### src/rtl/wb_arbiter_pkg.sv
// Shared types for the writeback path.
//   PREG_W / WORD_W : physical register index and data word widths
//   p_reg, word     : the corresponding scalar types
//   wb_req_t        : one writeback request (valid, destination, data)
//   wrap_inc        : modulo increment used by round-robin pointers
package wb_arbiter_pkg;

  localparam int unsigned PREG_W = 6;
  localparam int unsigned WORD_W = 32;

  typedef logic [PREG_W-1:0] p_reg;
  typedef logic [WORD_W-1:0] word;

  typedef struct packed {
    logic valid;
    p_reg addr;
    word  data;
  } wb_req_t;

  // (idx + 1) mod n, without a divider.
  function automatic int unsigned wrap_inc(int unsigned idx, int unsigned n);
    return (idx + 1 >= n) ? 0 : idx + 1;
  endfunction

endpackage

### src/rtl/wb_arbiter_rr_pick.sv
// Combinational round-robin selection for the writeback arbiter.
// Scans requesters starting at i_rr_ptr, granting up to NUM_WP of them. A requester whose
// destination matches an address already granted this cycle is skipped without using a port.
//   i_en        : grants allowed this cycle (not stalled, not in reset)
//   i_valid     : per-requester valid
//   i_addr      : per-requester destination register
//   i_rr_ptr    : scan start index
//   o_ready     : per-requester grant
//   o_port_vld  : write port j carries a grant
//   o_port_idx  : requester index feeding write port j
//   o_any       : at least one grant issued
//   o_last      : index of the last requester granted in scan order
module rr_pick
  import wb_arbiter_pkg::*;
#(
  parameter int unsigned NUM_REQ = 4,
  parameter int unsigned NUM_WP  = 2
) (
  input  logic                                         i_en,
  input  logic [NUM_REQ-1:0]                           i_valid,
  input  logic [NUM_REQ-1:0][PREG_W-1:0]               i_addr,
  input  logic [$clog2(NUM_REQ)-1:0]                   i_rr_ptr,
  output logic [NUM_REQ-1:0]                           o_ready,
  output logic [NUM_WP-1:0]                            o_port_vld,
  output logic [NUM_WP-1:0][$clog2(NUM_REQ)-1:0]       o_port_idx,
  output logic                                         o_any,
  output logic [$clog2(NUM_REQ)-1:0]                   o_last
);

  localparam int unsigned PTR_W = $clog2(NUM_REQ);

  // Addresses already claimed this cycle, one slot per write port.
  logic [NUM_WP-1:0][PREG_W-1:0] used_addr;

  always_comb begin
    int unsigned n;
    int unsigned k;
    logic        conflict;

    o_ready    = '0;
    o_port_vld = '0;
    o_port_idx = '0;
    o_any      = 1'b0;
    o_last     = '0;
    used_addr  = '0;
    n          = 0;
    k          = 0;
    conflict   = 1'b0;

    for (int unsigned i = 0; i < NUM_REQ; i++) begin
      k = 32'(i_rr_ptr) + i;
      if (k >= NUM_REQ) k = k - NUM_REQ;

      conflict = 1'b0;
      for (int unsigned j = 0; j < NUM_WP; j++) begin
        if (j < n && used_addr[j] == i_addr[k]) conflict = 1'b1;
      end

      if (i_en && i_valid[k] && n < NUM_WP && !conflict) begin
        o_ready[k]    = 1'b1;
        o_port_vld[n] = 1'b1;
        o_port_idx[n] = k[PTR_W-1:0];
        used_addr[n]  = i_addr[k];
        o_any         = 1'b1;
        o_last        = k[PTR_W-1:0];
        n             = n + 1;
      end
    end
  end

endmodule

### src/rtl/wb_arbiter.sv
// Writeback arbiter: routes up to NUM_WP of NUM_REQ functional-unit results per cycle onto
// the register file write ports, round-robin, avoiding duplicate destinations.
//   i_clk, i_rst_n : clock, asynchronous active-low reset
//   i_stall        : suppress all grants this cycle
//   i_req_valid    : requester k holds a result
//   i_req_addr     : destination register per requester
//   i_req_data     : result data per requester
//   o_req_ready    : grant (combinational)
//   o_w_en         : registered write enable per port (never set for register 0)
//   o_w_addr       : registered write address per port (holds when not enabled)
//   o_w_data       : registered write data per port (holds when not enabled)
//   o_rr_ptr       : current round-robin start index
module wb_arbiter
  import wb_arbiter_pkg::*;
#(
  parameter int unsigned NUM_REQ = 4,
  parameter int unsigned NUM_WP  = 2
) (
  input  logic                               i_clk,
  input  logic                               i_rst_n,
  input  logic                               i_stall,
  input  logic [NUM_REQ-1:0]                 i_req_valid,
  input  logic [NUM_REQ-1:0][PREG_W-1:0]     i_req_addr,
  input  logic [NUM_REQ-1:0][WORD_W-1:0]     i_req_data,
  output logic [NUM_REQ-1:0]                 o_req_ready,
  output logic [NUM_WP-1:0]                  o_w_en,
  output logic [NUM_WP-1:0][PREG_W-1:0]      o_w_addr,
  output logic [NUM_WP-1:0][WORD_W-1:0]      o_w_data,
  output logic [$clog2(NUM_REQ)-1:0]         o_rr_ptr
);

  localparam int unsigned PTR_W = $clog2(NUM_REQ);

  logic [PTR_W-1:0]                  rr_ptr_q;
  logic [PTR_W-1:0]                  rr_ptr_d;
  logic [NUM_WP-1:0]                 w_en_q;
  logic [NUM_WP-1:0][PREG_W-1:0]     w_addr_q;
  logic [NUM_WP-1:0][WORD_W-1:0]     w_data_q;

  logic                              pick_en;
  logic [NUM_WP-1:0]                 port_vld;
  logic [NUM_WP-1:0][PTR_W-1:0]      port_idx;
  logic                              any_grant;
  logic [PTR_W-1:0]                  last_idx;
  wb_req_t [NUM_WP-1:0]              port_req;

  // Gating with reset keeps an in-flight request from being accepted while in reset.
  assign pick_en = ~i_stall & i_rst_n;

  rr_pick #(
    .NUM_REQ(NUM_REQ),
    .NUM_WP (NUM_WP)
  ) u_rr_pick (
    .i_en      (pick_en),
    .i_valid   (i_req_valid),
    .i_addr    (i_req_addr),
    .i_rr_ptr  (rr_ptr_q),
    .o_ready   (o_req_ready),
    .o_port_vld(port_vld),
    .o_port_idx(port_idx),
    .o_any     (any_grant),
    .o_last    (last_idx)
  );

  // Per-port request view; valid folds in the register-0 write suppression.
  always_comb begin
    port_req = '0;
    for (int unsigned p = 0; p < NUM_WP; p++) begin
      port_req[p].addr  = i_req_addr[port_idx[p]];
      port_req[p].data  = i_req_data[port_idx[p]];
      port_req[p].valid = port_vld[p] && (i_req_addr[port_idx[p]] != '0);
    end
  end

  always_comb begin
    rr_ptr_d = rr_ptr_q;
    if (any_grant) rr_ptr_d = PTR_W'(wrap_inc(32'(last_idx), NUM_REQ));
  end

  always_ff @(posedge i_clk or negedge i_rst_n) begin
    if (!i_rst_n) begin
      rr_ptr_q <= '0;
      w_en_q   <= '0;
      w_addr_q <= '0;
      w_data_q <= '0;
    end else begin
      rr_ptr_q <= rr_ptr_d;
      for (int unsigned p = 0; p < NUM_WP; p++) begin
        w_en_q[p] <= port_req[p].valid;
        if (port_req[p].valid) begin
          w_addr_q[p] <= port_req[p].addr;
          w_data_q[p] <= port_req[p].data;
        end
      end
    end
  end

  assign o_w_en   = w_en_q;
  assign o_w_addr = w_addr_q;
  assign o_w_data = w_data_q;
  assign o_rr_ptr = rr_ptr_q;

endmodule

### config.mk
export PLATFORM = sky130hd
export DESIGN_NAME = wb_arbiter
export DESIGN_NICKNAME = d
export VERILOG_FILES = /design/src/rtl/wb_arbiter_pkg.sv /design/src/rtl/wb_arbiter_rr_pick.sv /design/src/rtl/wb_arbiter.sv
export SDC_FILE = /design/constraint.sdc
export NUM_CORES = 1
export LEC_CHECK = 0
export ABC_CLOCK_PERIOD_IN_PS = 15700
export BUFFER_PORTS_ARGS = -buffer_cell sky130_fd_sc_hd__buf_2
export CAP_MARGIN = 20
export CELL_PAD_IN_SITES_DETAIL_PLACEMENT = 2
export CELL_PAD_IN_SITES_GLOBAL_PLACEMENT = 2
export CORE_MARGIN = 10
export CORE_UTILIZATION = 34
export CTS_CLUSTER_DIAMETER = 40
export DETAILED_ROUTE_END_ITERATION = 16
export GPL_ROUTABILITY_DRIVEN = 0
export MAX_ROUTING_LAYER = met4
export PLACE_DENSITY = 0.84
export SYNTH_ARGS = -nofsm -noshare
export SYNTH_HDL_FRONTEND = slang
export SYNTH_SLANG_ARGS = --single-unit
### constraint.sdc
create_clock -name i_clk -period 15.7 [get_ports i_clk]
set_input_delay 3.14 -clock i_clk [delete_from_list [all_inputs] [get_ports i_clk]]
set_output_delay 3.14 -clock i_clk [all_outputs]
set_load 0.005 [all_outputs]
==> run summary <==
The tools report the number of antenna violations at the first check in global routing as 13. The tools report the final worst-path setup slack as 3.83 ns. After synthesis, the netlist uses 66 different library cells. The flow ran to the end, and the final reports show no timing, DRC or antenna violations. The run gives 0.00747 mm² as the post-synthesis instance area. Slowest cell on the critical path: sky130_fd_sc_hd__inv_1.

Most frequent cell on the critical path: sky130_fd_sc_hd__nand2_1. Count of yosys warnings during synthesis: 0. In the routed design, unresolved DRC markers number 0. The minimum clock period after layout is 11.87 ns. The critical hold path startpoint is o_w_data[25]. The logs give 0.0217 mm² for the area inside the core boundary and 243 for the top-level I/O count.

The actual slew at the worst max-slew pin was 1.07 ns. In this run the mean area of a mapped cell was 9.89 µm². The floorplan has 54 rows. The worst hold path stage count came out at 1.

Among cell families on the critical path, the largest total delay comes from simple AND/OR/NAND/NOR gates. The power density over cell area is 177 mW/mm², and the number of buffers created by CTS is 9. Counting every net in the synthesized netlist gives 925.

The buffers inserted during post-CTS setup optimization came out at 0. The worst slew margin relative to its limit came out at 0.289. In this run the worst hold path is classified as flip-flop to flip-flop. Among all flip-flop cells after synthesis, the most frequent one is sky130_fd_sc_hd__dfrtp_1. On the worst path, the slowest cell contributes a delay of 0.73 ns.

The setup path with the least slack is of type input port to primary output. The clock latency of the later-clocked register in the worst-skew pair was 0.35 ns. The count of nets left with antenna violations once routing finished came out at 0. The utilization of the core after routing was 0.423; the number of pins with negative max-slew slack in the final report was 0. From synthesis to final layout, the design area changed by 22.8%. The count of cells in the finished layout, fillers not included, comes to 1260. The detailed-routing iteration count for the pre-antenna-repair pass is 4, and the vertical die dimension is 168 µm.

The HPWL after detailed placement is 24100 µm, and the clock-pin slew on the worst setup and hold paths is 0.06 ns. Across all layers, the routed design uses 7183 vias. The worst setup path is captured at a primary output. For the worst setup path, the data required time is 12.56 ns. The analysis attributes to cell leakage a power of 4.32 nW. The count of flip-flops with a built-in enable after synthesis is 0, and the placed cell count is 1229. The count of mapped cells out of synthesis came out at 755. Timing would allow up to 84.2 MHz. The root buffer cell chosen for the clock tree is sky130_fd_sc_hd__clkbuf_16. In this run the horizontal extent of the chip is 168 µm. OpenSTA, run right after detailed placement, puts the worst setup slack at 3.81 ns.

Fraction of final layout cells sized beyond drive strength 1: 0.378. Final worst-path cycle share: 0.756. TritonCTS built the clock tree.

Setup repair after global routing left no endpoint under its margin. The tool flagged a number of max-cap violations equal to 0. The path with the worst hold slack has its endpoint at o_w_data[25]. The via count of the first global-routing pass is 8182, and the async set or reset register ratio after synthesis is 1.00.

The clock passes through at most 2 buffers. Across the routed clock network, the largest skew measured is 0.00838 ns. The worst register-to-register path begins at o_rr_ptr[1].

The tools report the share of synthesized area occupied by flip-flops and latches as 0.268. Entering global routing, the biggest net connects 73 pins. The clock net in this run drives a total of 80 sinks. The register bit total from synthesis came out at 80. Global-route usage over all layers: 0.225.

The number of levels in the clock H-tree came out at 3. The worst register-to-register path has a depth of 24. The end of the worst register-to-register path was o_w_data[50]. The first routing iteration left 380 violations. Counting both buffers and inverters, the worst setup path holds a total of 3. The worst setup path is launched from an input port.

Setup violations remaining at the end of the flow were counted as 0. After filler insertion, the fill cell instance count of the layout stands at 2401. The effective utilization at floorplan is 0.344, and the maximum net fanout on the critical path is 48. Walking the worst path, the cells encountered are buf_4, or3b_1, o22a_1, inv_1, nand4_1, o41a_1, ha_1, nor3b_1, nand2_1, nor3_1, o21ai_0, nor4bb_1, nand4_1, nand2_2, a21oi_1, nand2_1, nand2_1, buf_2. The logs give 1130 for the final net count and 32000 µm for the total routed wirelength. In this run the register-to-register setup slack is 6.97 ns. Input and output buffers added on the ports amount to 242. The worst-case IR drop observed on VDD is 0.0806 mV.

In this run, post-CTS repair resized a total of 0 instances. Ranked by total cell area, the synthesized netlist is headed by sky130_fd_sc_hd__dfrtp_1 (27%), sky130_fd_sc_hd__mux2i_1 (16%), sky130_fd_sc_hd__mux2_2 (6.2%). After detailed routing, the average wire length per cell comes to 25.4 µm.

After global routing the overflow that remains totals 0. The logs give 0 for the number of hold violations in the final report and 8.73 ns for the arrival time of the worst setup path. Dominant cell type by area after synthesis: sky130_fd_sc_hd__dfrtp_1. In the routed layout, each cell is associated on average with a via count of 5.70. The total of hold buffers inserted after clock tree synthesis was 0.

The die footprint came out at 0.0283 mm². The aggregate negative setup slack was 0 ns; the share of Yosys cell area claimed by the top area cell type was 0.268. The wire length of the first global-routing pass is 49200 µm.
## registers in the layout (all words and copies together), names as in the netlist
| register | flops |
|---|---|
| o_w_data | 64 |
| o_w_addr | 12 |
| o_rr_ptr | 2 |
| o_w_en | 2 |
## layout by cell type, fill, tap and decap left out, types with 5 or more instances in the layout
master,instances
sky130_fd_sc_hd__nand2_1,63
sky130_fd_sc_hd__a21oi_1,43
sky130_fd_sc_hd__mux2_2,41
sky130_fd_sc_hd__mux4_2,17
sky130_fd_sc_hd__nand3_1,6
sky130_fd_sc_hd__mux2_1,39
sky130_fd_sc_hd__nand4_1,5
sky130_fd_sc_hd__xnor2_1,5
sky130_fd_sc_hd__dfrtp_1,79
sky130_fd_sc_hd__or4_1,6
sky130_fd_sc_hd__nor4_1,5
sky130_fd_sc_hd__o21ai_1,12
sky130_fd_sc_hd__nor2b_1,35
sky130_fd_sc_hd__clkbuf_16,9
sky130_fd_sc_hd__mux2_4,25
sky130_fd_sc_hd__ha_1,11
sky130_fd_sc_hd__buf_4,12
sky130_fd_sc_hd__mux2i_1,116
sky130_fd_sc_hd__o21ai_0,40
sky130_fd_sc_hd__a21o_1,5
sky130_fd_sc_hd__a222oi_1,6
sky130_fd_sc_hd__a211oi_1,34
sky130_fd_sc_hd__nor2_1,13
sky130_fd_sc_hd__buf_2,241
sky130_fd_sc_hd__inv_1,14
sky130_fd_sc_hd__diode_2,15
## worst max path at each step
stage	start	end	slack, ns	depth (start not counted)
after detailed placement	i_rst_n	o_req_ready[1]	3.81	18
after floorplan	i_stall	o_req_ready[0]	5.70	20
after global routing	i_rst_n	o_req_ready[3]	3.27	18
final	i_rst_n	o_req_ready[1]	3.83	18
after CTS	i_rst_n	o_req_ready[1]	3.83	18
after global placement	i_rst_n	o_req_ready[1]	4.10	18
## routing by layer
| layer | global-route usage | wire length, µm |
|---|---|---|
| met1 | 0.248 | 12800 |
| met2 | 0.381 | 16200 |
| met3 | 0.0724 | 2290 |
| met4 | 0.0632 | 646 |
| met5 | - | 0 |
## Yosys cell counts (6+ instances only)
library cell               number
sky130_fd_sc_hd__o21ai_0       40
sky130_fd_sc_hd__a222oi_1       6
sky130_fd_sc_hd__inv_1         14
sky130_fd_sc_hd__nor2b_1       35
sky130_fd_sc_hd__or4_1          6
sky130_fd_sc_hd__mux2i_1      117
sky130_fd_sc_hd__mux2_1        39
sky130_fd_sc_hd__a211oi_1      35
sky130_fd_sc_hd__nand2_1       63
sky130_fd_sc_hd__mux4_2        17
sky130_fd_sc_hd__buf_6          7
sky130_fd_sc_hd__mux2_2        41
sky130_fd_sc_hd__clkbuf_1      22
sky130_fd_sc_hd__dfrtp_1       80
sky130_fd_sc_hd__o21ai_1       12
sky130_fd_sc_hd__ha_1          11
sky130_fd_sc_hd__a21oi_1       43
sky130_fd_sc_hd__buf_2         15
sky130_fd_sc_hd__buf_1          8
sky130_fd_sc_hd__nor2_1        13
sky130_fd_sc_hd__mux2_4        25
sky130_fd_sc_hd__nand3_1        6
sky130_fd_sc_hd__buf_4          7
## layout make-up
type,count,area [µm²],share of cell area
sequential,80,2000,0.218
clock buffer,12,246,0.0269
timing repair buffer,253,1300,0.141
inverter,16,60.1,0.00655
antenna,15,37.5,0.00409
multi-input combinational,600,5120,0.559
tap,280,350,0.0382
clock inverter,4,53.8,0.00587
## through the flow
step                      cell area, µm²  hold WS (ns)  power [mW]
after floorplan                     7470         0.483        1.04
after global placement              8830         0.462        1.36
after detailed placement            8830         0.469        1.41
after CTS                           9140         0.484        1.64
after global routing                9170         0.502        1.74
final                               9170         0.480        1.62
## report_power, final
part / internal (mW) / switching, mW
clock network: 0.128 / 0.0918
registers: 0.314 / 0.0585
logic: 0.460 / 0.570
## cells by family after synthesis
family	after synthesis	share of synthesized area
multiplexers	240	0.381
buffers and inverters	75	0.0508
AO/OA/AOI/OAI	179	0.158
XOR/XNOR	9	0.0106
flip-flops	80	0.268
adder cells (fa/ha/maj)	12	0.0198
AND/OR/NAND/NOR	160	0.112
(Power assumes the default switching activity.)
